### src/rtl/ub_row_writer.sv
// Unified-buffer row writer: de-skews four activation columns in
// per-column FIFOs and writes packed 64-bit rows at consecutive addresses.
//
// Ports:
//   clk, rst          clock, synchronous active-high reset
//   start_in          pulse: latch base_addr_in / num_rows_in
//   col_valid_k_in    per-column push strobe (k = 1..4)
//   col_data_k_in     per-column value, signed, passed through
//   ub_wr_en_out      write request, held until ub_wr_ready_in
//   ub_wr_addr_out    write address
//   ub_wr_data_out    packed row, col1 in the LSBs
//   ub_wr_ready_in    buffer accepts the write this cycle
//   busy_out          collecting rows
//   done_out          one-cycle completion pulse
//   overflow_out      sticky: a column value was dropped
module ub_row_writer #(
  parameter int DATA_W     = 16,
  parameter int FIFO_DEPTH = 4,
  parameter int ADDR_W     = 8
) (
  input  logic                clk,
  input  logic                rst,
  input  logic                start_in,
  input  logic [ADDR_W-1:0]   base_addr_in,
  input  logic [ADDR_W-1:0]   num_rows_in,
  input  logic                col_valid_1_in,
  input  logic                col_valid_2_in,
  input  logic                col_valid_3_in,
  input  logic                col_valid_4_in,
  input  logic [DATA_W-1:0]   col_data_1_in,
  input  logic [DATA_W-1:0]   col_data_2_in,
  input  logic [DATA_W-1:0]   col_data_3_in,
  input  logic [DATA_W-1:0]   col_data_4_in,
  output logic                ub_wr_en_out,
  output logic [ADDR_W-1:0]   ub_wr_addr_out,
  output logic [4*DATA_W-1:0] ub_wr_data_out,
  input  logic                ub_wr_ready_in,
  output logic                busy_out,
  output logic                done_out,
  output logic                overflow_out
);

  localparam int PW = $clog2(FIFO_DEPTH);

  typedef enum logic [1:0] {
    IDLE,
    COLLECT,
    FINISH
  } state_t;

  state_t state;

  logic [DATA_W-1:0] mem [4][FIFO_DEPTH];
  logic [PW:0]       wp [4];
  logic [PW:0]       rp [4];
  logic [DATA_W-1:0] din [4];
  logic [3:0]        vld;
  logic [3:0]        empty;
  logic [3:0]        full;
  logic [3:0]        push;
  logic [ADDR_W-1:0] rows_left;
  logic [ADDR_W-1:0] load_left;
  logic              accept;
  logic              pop;
  logic              xfer;
  logic              out_free;
  logic              drop;

  always_comb begin
    vld    = {col_valid_4_in, col_valid_3_in,
              col_valid_2_in, col_valid_1_in};
    din[0] = col_data_1_in;
    din[1] = col_data_2_in;
    din[2] = col_data_3_in;
    din[3] = col_data_4_in;
    // once every row has been loaded, further column data is surplus
    accept   = (state == COLLECT) && (load_left != '0);
    xfer     = ub_wr_en_out && ub_wr_ready_in;
    out_free = !ub_wr_en_out || ub_wr_ready_in;
    for (int k = 0; k < 4; k++) begin
      empty[k] = (wp[k] == rp[k]);
      full[k]  = (wp[k][PW] != rp[k][PW]) &&
                 (wp[k][PW-1:0] == rp[k][PW-1:0]);
    end
    pop  = accept && (empty == 4'b0000) && out_free;
    drop = accept && !pop && ((vld & full) != 4'b0000);
    for (int k = 0; k < 4; k++) begin
      // a full FIFO still takes a push when it pops on the same edge
      push[k] = accept && vld[k] && (!full[k] || pop);
    end
  end

  assign busy_out = (state == COLLECT);

  always_ff @(posedge clk) begin
    if (rst) begin
      state          <= IDLE;
      ub_wr_en_out   <= 1'b0;
      ub_wr_addr_out <= '0;
      ub_wr_data_out <= '0;
      done_out       <= 1'b0;
      overflow_out   <= 1'b0;
      rows_left      <= '0;
      load_left      <= '0;
      for (int k = 0; k < 4; k++) begin
        wp[k] <= '0;
        rp[k] <= '0;
      end
    end else begin
      done_out <= 1'b0;
      for (int k = 0; k < 4; k++) begin
        if (push[k]) begin
          mem[k][wp[k][PW-1:0]] <= din[k];
          wp[k] <= wp[k] + 1'b1;
        end
        if (pop) rp[k] <= rp[k] + 1'b1;
      end
      if (drop) overflow_out <= 1'b1;
      if (pop) begin
        ub_wr_en_out   <= 1'b1;
        ub_wr_data_out <= {mem[3][rp[3][PW-1:0]],
                           mem[2][rp[2][PW-1:0]],
                           mem[1][rp[1][PW-1:0]],
                           mem[0][rp[0][PW-1:0]]};
        load_left <= load_left - 1'b1;
      end else if (xfer) begin
        ub_wr_en_out <= 1'b0;
      end
      if (xfer) begin
        ub_wr_addr_out <= ub_wr_addr_out + 1'b1;
        rows_left      <= rows_left - 1'b1;
      end
      unique case (state)
        IDLE: begin
          if (start_in) begin
            overflow_out <= 1'b0;
            if (num_rows_in != '0) begin
              ub_wr_addr_out <= base_addr_in;
              rows_left      <= num_rows_in;
              load_left      <= num_rows_in;
              state          <= COLLECT;
            end else begin
              done_out <= 1'b1;
              state    <= FINISH;
            end
          end
        end
        COLLECT: begin
          if (xfer && rows_left == ADDR_W'(1)) begin
            done_out <= 1'b1;
            state    <= FINISH;
          end
        end
        FINISH: begin
          state <= IDLE;
          // discard anything left over from surplus pushes
          for (int k = 0; k < 4; k++) begin
            wp[k] <= '0;
            rp[k] <= '0;
          end
        end
        default: state <= IDLE;
      endcase
    end
  end

endmodule

### config.mk
export PLATFORM = sky130hd
export DESIGN_NAME = ub_row_writer
export DESIGN_NICKNAME = d
export VERILOG_FILES = /design/src/rtl/ub_row_writer.sv
export SDC_FILE = /design/constraint.sdc
export NUM_CORES = 1
export LEC_CHECK = 0
export ABC_AREA = 1
export CAP_MARGIN = 20
export CORE_MARGIN = 4
export CORE_UTILIZATION = 30
export DETAILED_ROUTE_END_ITERATION = 8
export GPL_TIMING_DRIVEN = 0
export PLACE_DENSITY = 0.46
export SYNTH_ARGS = -nofsm -noshare
export SYNTH_HDL_FRONTEND = slang
export SYNTH_SLANG_ARGS = --single-unit
### constraint.sdc
create_clock -name clk -period 5.2 [get_ports clk]
set_input_delay 1.56 -clock clk [delete_from_list [all_inputs] [get_ports clk]]
set_output_delay 1.56 -clock clk [all_outputs]
set_load 0.02 [all_outputs]
---- Word level (Yosys, flattened, before mapping) ----
Memories as Yosys holds them, arrays and structs flattened.
Cells that the tools add are included.
W data, S select, Z words.
cells by class
  bitwise operators ....................... 25
  add/subtract/negate cells ............... 11
  eq/ne operators ......................... 17
  mux-type cells .......................... 85
  reductions and logical operators ........ 41
  $lt $le $gt $ge ......................... 12
operators by type and width
  operator               count
  $mux W64               4
  $mux W16               12
  $bmux W16 S2           4
  $demux W16 S2          4
  $mux W8                12
  $mux W3                16
  $mux W1                28
  $add A3 B1 Y3 const B  8
  $ge A3 B3 Y1 const B   8
  $not A2 Y3             8
  $logic_and A1 B1 Y1    23
  $or A1 B1 Y1           16
  $reduce_bool A8 Y1     2
  $sub A8 B1 Y8 const B  2
  $eq A3 B3 Y1           4
  $lt A3 B1 Y1 const B   4
  $add A8 B1 Y8 const B  1
  $eq A2 B2 Y1           4
  $eq A8 B1 Y1 const B   1
  $logic_not A1 Y1       6
  $mux W2                3
  $logic_or A1 B1 Y1     5
  $and A4 B4 Y4          1
  $logic_not A4 Y1       1
  11 further kinds       14
storage, ports and cells
  RAM bits ................................ 280
  output and inout bits ................... 76
  bits in registers ....................... 93
  memories ................................ 3
  word-level logic and storage cells ...... 202
memory list
  memory  depth  bits a word  rd ports  clocked after Yosys merged registers in  write ports  RTL line  RTL
  mem     4      64           4         0                                        4            53        logic [DATA_W-1:0] mem [4][FIFO_DEPTH];
  rp      4      3            4         0                                        4            55        logic [PW:0] rp [4];
  wp      4      3            4         0                                        4            54        logic [PW:0] wp [4];

---- Longest topological paths before layout ----
Gate-level depths: netlist of the first run.
  depth after elaboration ................. 11
  depth in mapped cells ................... 14
  gate-level depth less buffers ........... 13

---- Least setup slack after synthesis of the first run ----
No wires, ideal clock.
  path kind ............................... input to register
  from .................................... in rst
  to ...................................... mem mem[3][16] (netlist bit), enable pin
  cell stages on the path ................. 5
  data arrival time ....................... 3035 ps
  setup slack ............................. 1777 ps
  buffers on the path ..................... 2
  data required time ...................... 4811 ps
  cells stage by stage .................... clkbuf_1 -> inv_1 -> clkbuf_1 -> nand2_1 -> nor2_1
RTL lines
  element      RTL line  RTL
  from (decl)  22        input logic rst,
  to (decl)    53

==> impl_metrics.yaml, run 1 <==
outcome:
  outcome: "finished clean"
sta:
  worstMarginPinSlew_ps: 913
  finalSetupViolCount: 0
  min_period_over_period_pct: 68.7
  fin_crit_ps: 3570
  finClkSkew_ps: 28.4
  finalHoldViolations: 0
  hold-worst-slack_ps: 465
  fmax_mhz: 280
  drv_slew: 0
  rsz0062_at_grt: "no"
  slew_headroom_pct: 39.1
power:
  power.internal_w: 0.00507
  p_clk_share_pct: 43.9
  comb_power_share_pct: 6.1
  power.density_nw_per_um2: 349
  switchingPower_w: 0.00145
  p_leak_nw: 6.81
  swShare_pct: 22.3
  p_seq_share_pct: 50.1
  vdd_ir_drop_max_mv: 0.195
min_path:
  min_path_cells: 1
  worstHoldPathType: "register to register"
  hold_path.startpoint: "rp[0][2]"
  worstHoldEndpoint: "rp[0][2]"
worst_setup_path:
  r2r-start: "rp[0][1]"
  rr_worst_depth: 11
  r2r_end: "mem[2][47]"
  required_ps: 5450
  crit_path_end_kind: "register"
  startpoint_type: "input port"
  criticalPathCategory: "input port to register"
  reg2reg_slack_ps: 2170
  worstPathArrival_ps: 3820
  cp_max_fo: 10
grt:
  grt_pass1_vias: 10500
  grt_pass1_wl_mm: 61.1
  grt_usage_pct: 14.8
  antenna_found_initial: 4
  overflow: 0
  grt_start_max_net_pins: 17
synth:
  synth_top_area_share_pct: 54.8
  synth_compound_area_share_pct: 9.52
  synth_xor_area_share_pct: 0.716
  synth.most_common_cell: "edfxtp_1"
  synth_area_leaders: "edfxtp_1 (55%), dfxtp_1 (14%), nand2_1 (5.9%), o21ai_0 (5.0%), nor2_1 (4.8%)"
  async_flop_share_pct: 0
  netlist_instances: 1334
  synth_seq_cells: 373
  synth.cell_area_um2: 14700
  synth_edf_count: 268
  avgSynthCellArea_um2: 11.0
  synth_fa_ha_area_share_pct: 2.13
  synth.area.mux_share_pct: 0
  postSynthNetCount: 1447
  synth_top_family_by_area: "simple AND/OR/NAND/NOR gates"
  yosysUniqueCellTypes: 38
  synth_common_cells: "edfxtp_1 (268), nand2_1 (232), nor2_1 (188)"
  ys_seq_area_share_pct: 69.1
  yosysTopAreaCell: "edfxtp_1"
  synth_simple_gate_area_share_pct: 14.8
  ys.flop_type: "edfxtp_1"
  synth_warnings: 0
clock_network:
  postCtsSetupBuffers: 0
  numCtsBuffers: 42
  clk_latency_ps: 560
  cts_tree: "built"
  cts_buffer_depth: 3
  root_buffer: "clkbuf_16"
  cts-resized-gates: 0
  cts_hold_buf: 0
  cts_num_sinks: 373
  ctsHtreeMaxLevel: 2
  clk_transition_reported_paths_ps: 60
detailed_routing:
  drt-total-wl_mm: 39.7
  wl_per_cell_um: 18.0
  drt_iter0_drc: 582
  via_per_inst: 4.66
  firstDrtPassIters: 4
  vias: 10300
  drc: 0
  ant_nets: 0
placement:
  dpl_cell_area_um2: 17400
  hpwl_mm: 27.3
  port_buffers: 162
  place_congestion: 0.780
  placed_cells: 2127
floorplan:
  io_pins: 164
  start_util_pct: 30.6
  num_rows: 80
  fp.dieArea_um2: 52600
  coreArea_um2: 48000
  die-height_um: 229
  die_w_um: 229
cells_and_area:
  final_area_um2: 18700
  fillers: 4688
  nNetsFinal: 1669
  area_growth_pct: 27.2
  drive_above_1_share_pct: 7.68
  final-instance-count-excl-fill: 2205
flow_run:
  drv_cap: 0
## worst max-delay path, cell delays in order
cell and delay [ps]:
clkbuf_1 260, inv_1 350, clkbuf_1 490, buf_6 230, buf_1 640, nand3_1 290
## sequential cells by signal, summed over array words and instances (netlist names)
signal,count
mem,256
ub_wr_data_out,64
rp,12
wp,12
load_left,8
rows_left,8
ub_wr_addr_out,8
state,2
done_out,1
overflow_out,1
ub_wr_en_out,1
## final cells by class
cell class | count | area, µm² | area share [%]
Sequential cell | 373 | 10100 | 54.3
Clock inverter | 17 | 143 | 0.764
Timing Repair Buffer | 178 | 1850 | 9.93
Inverter | 74 | 278 | 1.49
Multi-Input combinational cell | 822 | 4040 | 21.6
Antenna cell | 1 | 2.50 | 0.0134
Tap cell | 615 | 769 | 4.12
Buffer | 65 | 267 | 1.43
Clock buffer | 60 | 1180 | 6.32
## power groups by stage
stage / logic, W / clock network (W) / registers [W]
finish: 0.000395 / 0.00286 / 0.00327
global route: 0.000445 / 0.00306 / 0.00327
CTS: 0.000404 / 0.00295 / 0.00327
detailed placement: 0.000402 / 0 / 0.00333
global placement: 0.000388 / 0 / 0.00333
floorplan: 0.000190 / 0 / 0.00333
## cell families (layout without fill, tap and decap cells)
group,after synthesis,in the layout
AND/OR/NAND/NOR,525,525
flip-flops,373,373
AO/OA/AOI/OAI,260,260
other,0,1
XOR/XNOR,12,12
buffers and inverters,139,394
adder cells (fa/ha/maj),25,25
## worst max-delay path by stage
stage / start / endpoint / slack [ps] / cells after the start
5_1_grt: ub_wr_ready_in / mem[2][34] / 1400 / 8
2_1_floorplan: rst / mem[3][16] / 1780 / 5
3_5_place_dp: rst / wp[1][0] / 910 / 6
3_3_place_gp: rst / mem[3][48] / -40 / 5
6_report: rst / wp[1][0] / 1630 / 6
4_1_cts: rst / wp[1][0] / 1510 / 6
## per-layer routing
layer,share of wire [%],track usage [%],vias up
met5,0.086,0,-
met3,5.0,3.19,64
met2,48,25.1,219
met1,44,18.9,4875
met4,2.6,5.14,6
li1,-,-,5109
## metrics by stage
| step | setup WS (ps) | total power [W] | setup TNS, ps | utilization (%) |
|---|---|---|---|---|
| final | 1630 | 0.00652 | 0 | 38.9 |
| after global routing | 1400 | 0.00678 | 0 | 38.9 |
| after CTS | 1510 | 0.00662 | 0 | 38.9 |
| after detailed placement | 907 | 0.00373 | 0 | 36.1 |
| after global placement | -35.9 | 0.00372 | -568 | 35.5 |
| after floorplan | 1780 | 0.00352 | 0 | - |
## placed cells by master, fill, tap and decap left out, types with 9 or more instances in the layout
cell and instances:
nor2_2 17, nand3_1 81, o22ai_1 64, inv_1 65
nor2_1 172, o21ai_0 148, buf_8 14, edfxtp_1 268
buf_2 9, a21oi_1 38, nand2_1 232, dfxtp_1 105
ha_1 25, clkinv_2 10, clkbuf_16 43, clkbuf_1 60
clkdlybuf4s50_1 162
No activity file was read; power rests on OpenSTA's default activity.
==> run 2, diff against run 1 <==
==> constraint.sdc (replaced) <==
create_clock -name clk -period 3.3 [get_ports clk]
set_input_delay 0.99 -clock clk [delete_from_list [all_inputs] [get_ports clk]]
set_output_delay 0.99 -clock clk [all_outputs]
set_load 0.02 [all_outputs]
==> impl_metrics.yaml, run 2 (same netlist as run 1, synthesis figures left out) <==
outcome:
  outcome: "finished clean"
power:
  vdd_ir_drop_max_mv: 0.308
  p_leak_nw: 6.81
  p_seq_share_pct: 50.1
  p_clk_share_pct: 43.8
  switchingPower_w: 0.00229
  comb_power_share_pct: 6.1
  swShare_pct: 22.3
  power.internal_w: 0.00799
  power.density_nw_per_um2: 550
  total_power_w: 0.0103
detailed_routing:
  drc: 0
  firstDrtPassIters: 5
  ant_nets: 0
  drt_iter0_drc: 592
  via_per_inst: 4.66
  wl_per_cell_um: 18.0
  drt-total-wl_mm: 39.8
  vias: 10300
cells_and_area:
  drive_above_1_share_pct: 7.68
  most-common-layout-cells: "edfxtp_1 (268), nand2_1 (232), nor2_1 (172), clkdlybuf4s50_1 (162), o21ai_0 (148)"
  area_growth_pct: 27.2
  utilization_pct: 38.9
  largest_register_ffs: 256
  final_common_cell: "edfxtp_1"
  nNetsFinal: 1669
min_path:
  worstHoldPathType: "register to register"
clock_network:
  postCtsSetupBuffers: 0
  clk_latency_ps: 560
  cts_tree: "built"
  ctsHtreeMaxLevel: 2
  root_buffer: "clkbuf_16"
  cts_buffer_depth: 3
  clk_transition_reported_paths_ps: 50
  cts_num_sinks: 373
  numCtsBuffers: 42
worst_setup_path:
  required_ps: 3570
  criticalPathCategory: "register to register"
  startpoint_type: "register"
  cp_max_fo: 10
  worstPathArrival_ps: 3310
  crit_path_end_kind: "register"
floorplan:
  die_w_um: 229
  die-height_um: 229
  start_util_pct: 30.6
  coreArea_um2: 48000
  num_rows: 80
  io_pins: 164
  fp.dieArea_um2: 52600
sta:
  rsz0062_at_grt: "no"
  min_period_over_period_pct: 92.2
  fmax_mhz: 329
  finalSetupViolCount: 0
  fin_crit_ps: 3040
  drv_slew: 0
  finalHoldViolations: 0
  worstMarginPinSlew_ps: 846
  slew_headroom_pct: 43.2
  hold-worst-slack_ps: 465
  finClkSkew_ps: 27.0
grt:
  grt_start_max_net_pins: 17
  grt_pass1_wl_mm: 61.1
  grt_pass1_vias: 10500
  overflow: 0
  grt_usage_pct: 14.8
  antenna_found_initial: 4
placement:
  place_congestion: 0.780
  port_buffers: 162
  hpwl_mm: 27.3
flow_run:
  drv_cap: 0
run 2: cell counts in the layout (fill, tap and decap cells not counted):
Identical to the previous run, type by type.
run 2: critical path, stage by stage (launching register included):
cell,delay [ps]
dfxtp_1,570
inv_2,190
nand2_1,110
nand2_1,90
nand3_1,110
nand2_2,80
nor2_4,140
nand3_4,110
buf_6,200
nand2_1,80
nand4_2,250
nor2_2,610
buf_8,230
run 2: per-stage QoR:
stage / instances / cell area (µm²) / setup slack (ps) / TNS [ps]
after global routing: 2204 / 18700 / 35.0 / 0
after detailed placement: 2127 / 17400 / -423 / -25990
final: 2205 / 18700 / 257 / 0
after CTS: 2204 / 18700 / 123 / 0
after floorplan: 1334 / 14700 / 447 / 0
after global placement: 2111 / 17100 / -1370 / -228250
run 2: path summary, 6_finish.rpt:
| path | slack (ps) | cells after the start | start | to |
|---|---|---|---|---|
| max | 260 | 12 | rp[0][1] | mem[2][15] |
| min | 460 | 1 | rp[0][2] | rp[0][2] |
| max reg2reg | 260 | 12 | rp[0][1] | mem[2][15] |
| min reg2reg | 460 | 1 | rp[0][2] | rp[0][2] |
run 2: cell type report:
class                   count  area [µm²]
multi-input cells         822        4040
clock buffers              60        1180
clock inverters            17         143
flip-flops and latches    373       10100
diodes                      1        2.50
plain buffers              65         267
fillers                  4687       29400
well taps                 615         769
inverters                  74         278
repair buffers            178        1850
run 2: layer usage:
layer  routed length (µm)  global-route usage [%]  share of wire (%)
met2                19200                    25.1                 48
met3                 2000                    3.19                5.0
met1                17500                    18.9                 44
met5                   34                       0              0.086
met4                 1050                    5.14                2.6
run 2: repair_timing:
action                     in CTS  in global routing
hold buffers                    0                  0
resized for setup               0                  1
setup endpoints to repair       0                 16
run 2: power groups by stage:
stage               clock [W]  combinational [W]  sequential, W
floorplan                   0           0.000299        0.00525
global placement            0           0.000611        0.00524
detailed placement          0           0.000633        0.00524
CTS                   0.00465           0.000637        0.00515
global route          0.00483           0.000702        0.00515
finish                0.00450           0.000623        0.00515
==> run 3, diff against run 2 <==
--- a/config.mk
+++ b/config.mk
@@ -8,10 +8,11 @@
 export ABC_AREA = 1
 export CAP_MARGIN = 20
 export CORE_MARGIN = 4
-export CORE_UTILIZATION = 30
+export CORE_UTILIZATION = 35
 export DETAILED_ROUTE_END_ITERATION = 8
 export GPL_TIMING_DRIVEN = 0
-export PLACE_DENSITY = 0.46
+export PLACE_DENSITY = 0.52
+export REMOVE_ABC_BUFFERS = 1
 export SYNTH_ARGS = -nofsm -noshare
 export SYNTH_HDL_FRONTEND = slang
 export SYNTH_SLANG_ARGS = --single-unit
==> impl_metrics.yaml, run 3 (same netlist as run 1, synthesis figures left out) <==
outcome:
  outcome: "finished clean"
floorplan:
  start_util_pct: 35.7
  die-height_um: 213
  die_w_um: 213
  fp.dieArea_um2: 45300
  io_pins: 164
  coreArea_um2: 41200
  num_rows: 74
placement:
  placed_cells: 1987
  port_buffers: 163
  place_congestion: 0.744
  hpwl_mm: 22.1
  preCtsSetupSlack_ps: -1430
clock_network:
  ctsHtreeMaxLevel: 2
  cts_buffer_depth: 3
  clk_latency_ps: 560
  numCtsBuffers: 42
  cts_num_sinks: 373
  clk_transition_reported_paths_ps: 60
  cts_tree: "built"
  root_buffer: "clkbuf_16"
worst_setup_path:
  startpoint_type: "register"
  criticalPathCategory: "register to register"
  worstPathArrival_ps: 3270
  cp_max_fo: 58
  crit_path_end_kind: "register"
  reg2reg_slack_ps: 290
  required_ps: 3560
min_path:
  worstHoldPathType: "register to register"
sta:
  finalHoldViolations: 0
  tns_ps: 0
  slew_headroom_pct: 48.2
  rsz0062_at_grt: "no"
  fmax_mhz: 332
  finClkSkew_ps: 18.9
  fin_ws_ps: 287
  worstMarginPinSlew_ps: 775
  finalSetupViolCount: 0
  min_period_over_period_pct: 91.3
  fin_crit_ps: 3010
  drv_slew: 0
detailed_routing:
  firstDrtPassIters: 5
  wl_per_cell_um: 17.4
  vias: 10100
  via_per_inst: 4.84
  drt-total-wl_mm: 36.4
  drt_iter0_drc: 547
  drc: 0
  ant_nets: 0
cells_and_area:
  most-common-layout-cells: "edfxtp_1 (268), nand2_1 (231), nor2_1 (172), clkdlybuf4s50_1 (163), o21ai_0 (148)"
  utilization_pct: 46.1
  fillers: 3783
  area_growth_pct: 29.2
  largest_register_ffs: 256
  nNetsFinal: 1640
  final_common_cell: "edfxtp_1"
  final-instance-count-excl-fill: 2093
  regArea_um2: 10200
  drive_above_1_share_pct: 9.87
  multi_input_area_um2: 4150
power:
  p_leak_nw: 6.95
  power.density_nw_per_um2: 555
  vdd_ir_drop_max_mv: 0.310
grt:
  grt_usage_pct: 16.0
  grt_pass1_vias: 10200
  grt_pass1_wl_mm: 57.2
  antenna_found_initial: 4
  overflow: 0
  grt_start_max_net_pins: 58
flow_run:
  drv_cap: 0
run 3: changes by cell type in the layout (fill, tap and decap cells not counted), sizes merged:
| cell | delta |
|---|---|
| nor2 | +1 |
| nand3 | +1 |
| clkinv | +8 |
| clkbuf | -59 |
| buf | +15 |
| clkdlybuf4s50 | +1 |
| bufinv | +4 |
run 3: final timing paths:
path / from / endpoint / cells after the start
worst max-delay path: rp[0][0] / mem[3][51] / 15
worst min-delay path: ub_wr_data_out[28] / ub_wr_data_out[28] / 2
worst max register to register: rp[0][0] / mem[3][51] / 15
worst min register to register: ub_wr_data_out[28] / ub_wr_data_out[28] / 2
run 3: metal layers:
layer	GRT usage [%]	part of all wire, %	vias to the layer above
met3	3.53	4.8	62
met4	4.82	2.3	6
met5	0	0.12	-
met2	26.6	48	189
met1	21.1	45	4817
li1	-	-	5048
run 3: worst max-delay path, stage by stage (launching register included):
cell and delay [ps]:
dfxtp_4 470, buf_16 180, inv_4 150, nand2_1 110, nand2_1 90, nand3_1 110
nand2_2 70, nor2_4 210, nand3_4 120, buf_16 240, nand2_1 90, nand3_1 150
inv_1 140, nand2_2 150, nor2_4 190, buf_6 170
run 3: area by class of cell:
class	count	share of cell area (%)
flip-flops and latches	373	53.5
inverters	74	1.52
repair buffers	212	12.1
diodes	1	0.0132
multi-input cells	824	21.8
clock buffers	48	5.87
well taps	532	3.51
clock inverters	29	1.58
run 3: what timing repair did:
action / CTS / global route
setup buffers: 24 / 2
pin swaps: 12 / 3
setup endpoints to repair: 361 / 289
resized for setup: 21 / 8
hold buffers: 0 / 0
gates cloned: 1 / 1
run 3: report_power, final:
part	internal (W)	total [W]	switching [W]
clock	0.00290	0.00476	0.00187
combinational	0.000260	0.000635	0.000375
sequential	0.00509	0.00515	0.0000545
total	0.00825	0.0105	0.00230
run 3: per-stage QoR:
stage	total power [W]	hold slack, ps	cell area (µm²)
2_1_floorplan	0.00553	434	14400
3_5_place_dp	0.00585	460	17200
3_3_place_gp	0.00582	451	16700
5_1_grt	0.0110	482	19000
6_report	0.0105	465	19000
4_1_cts	0.0107	470	18900
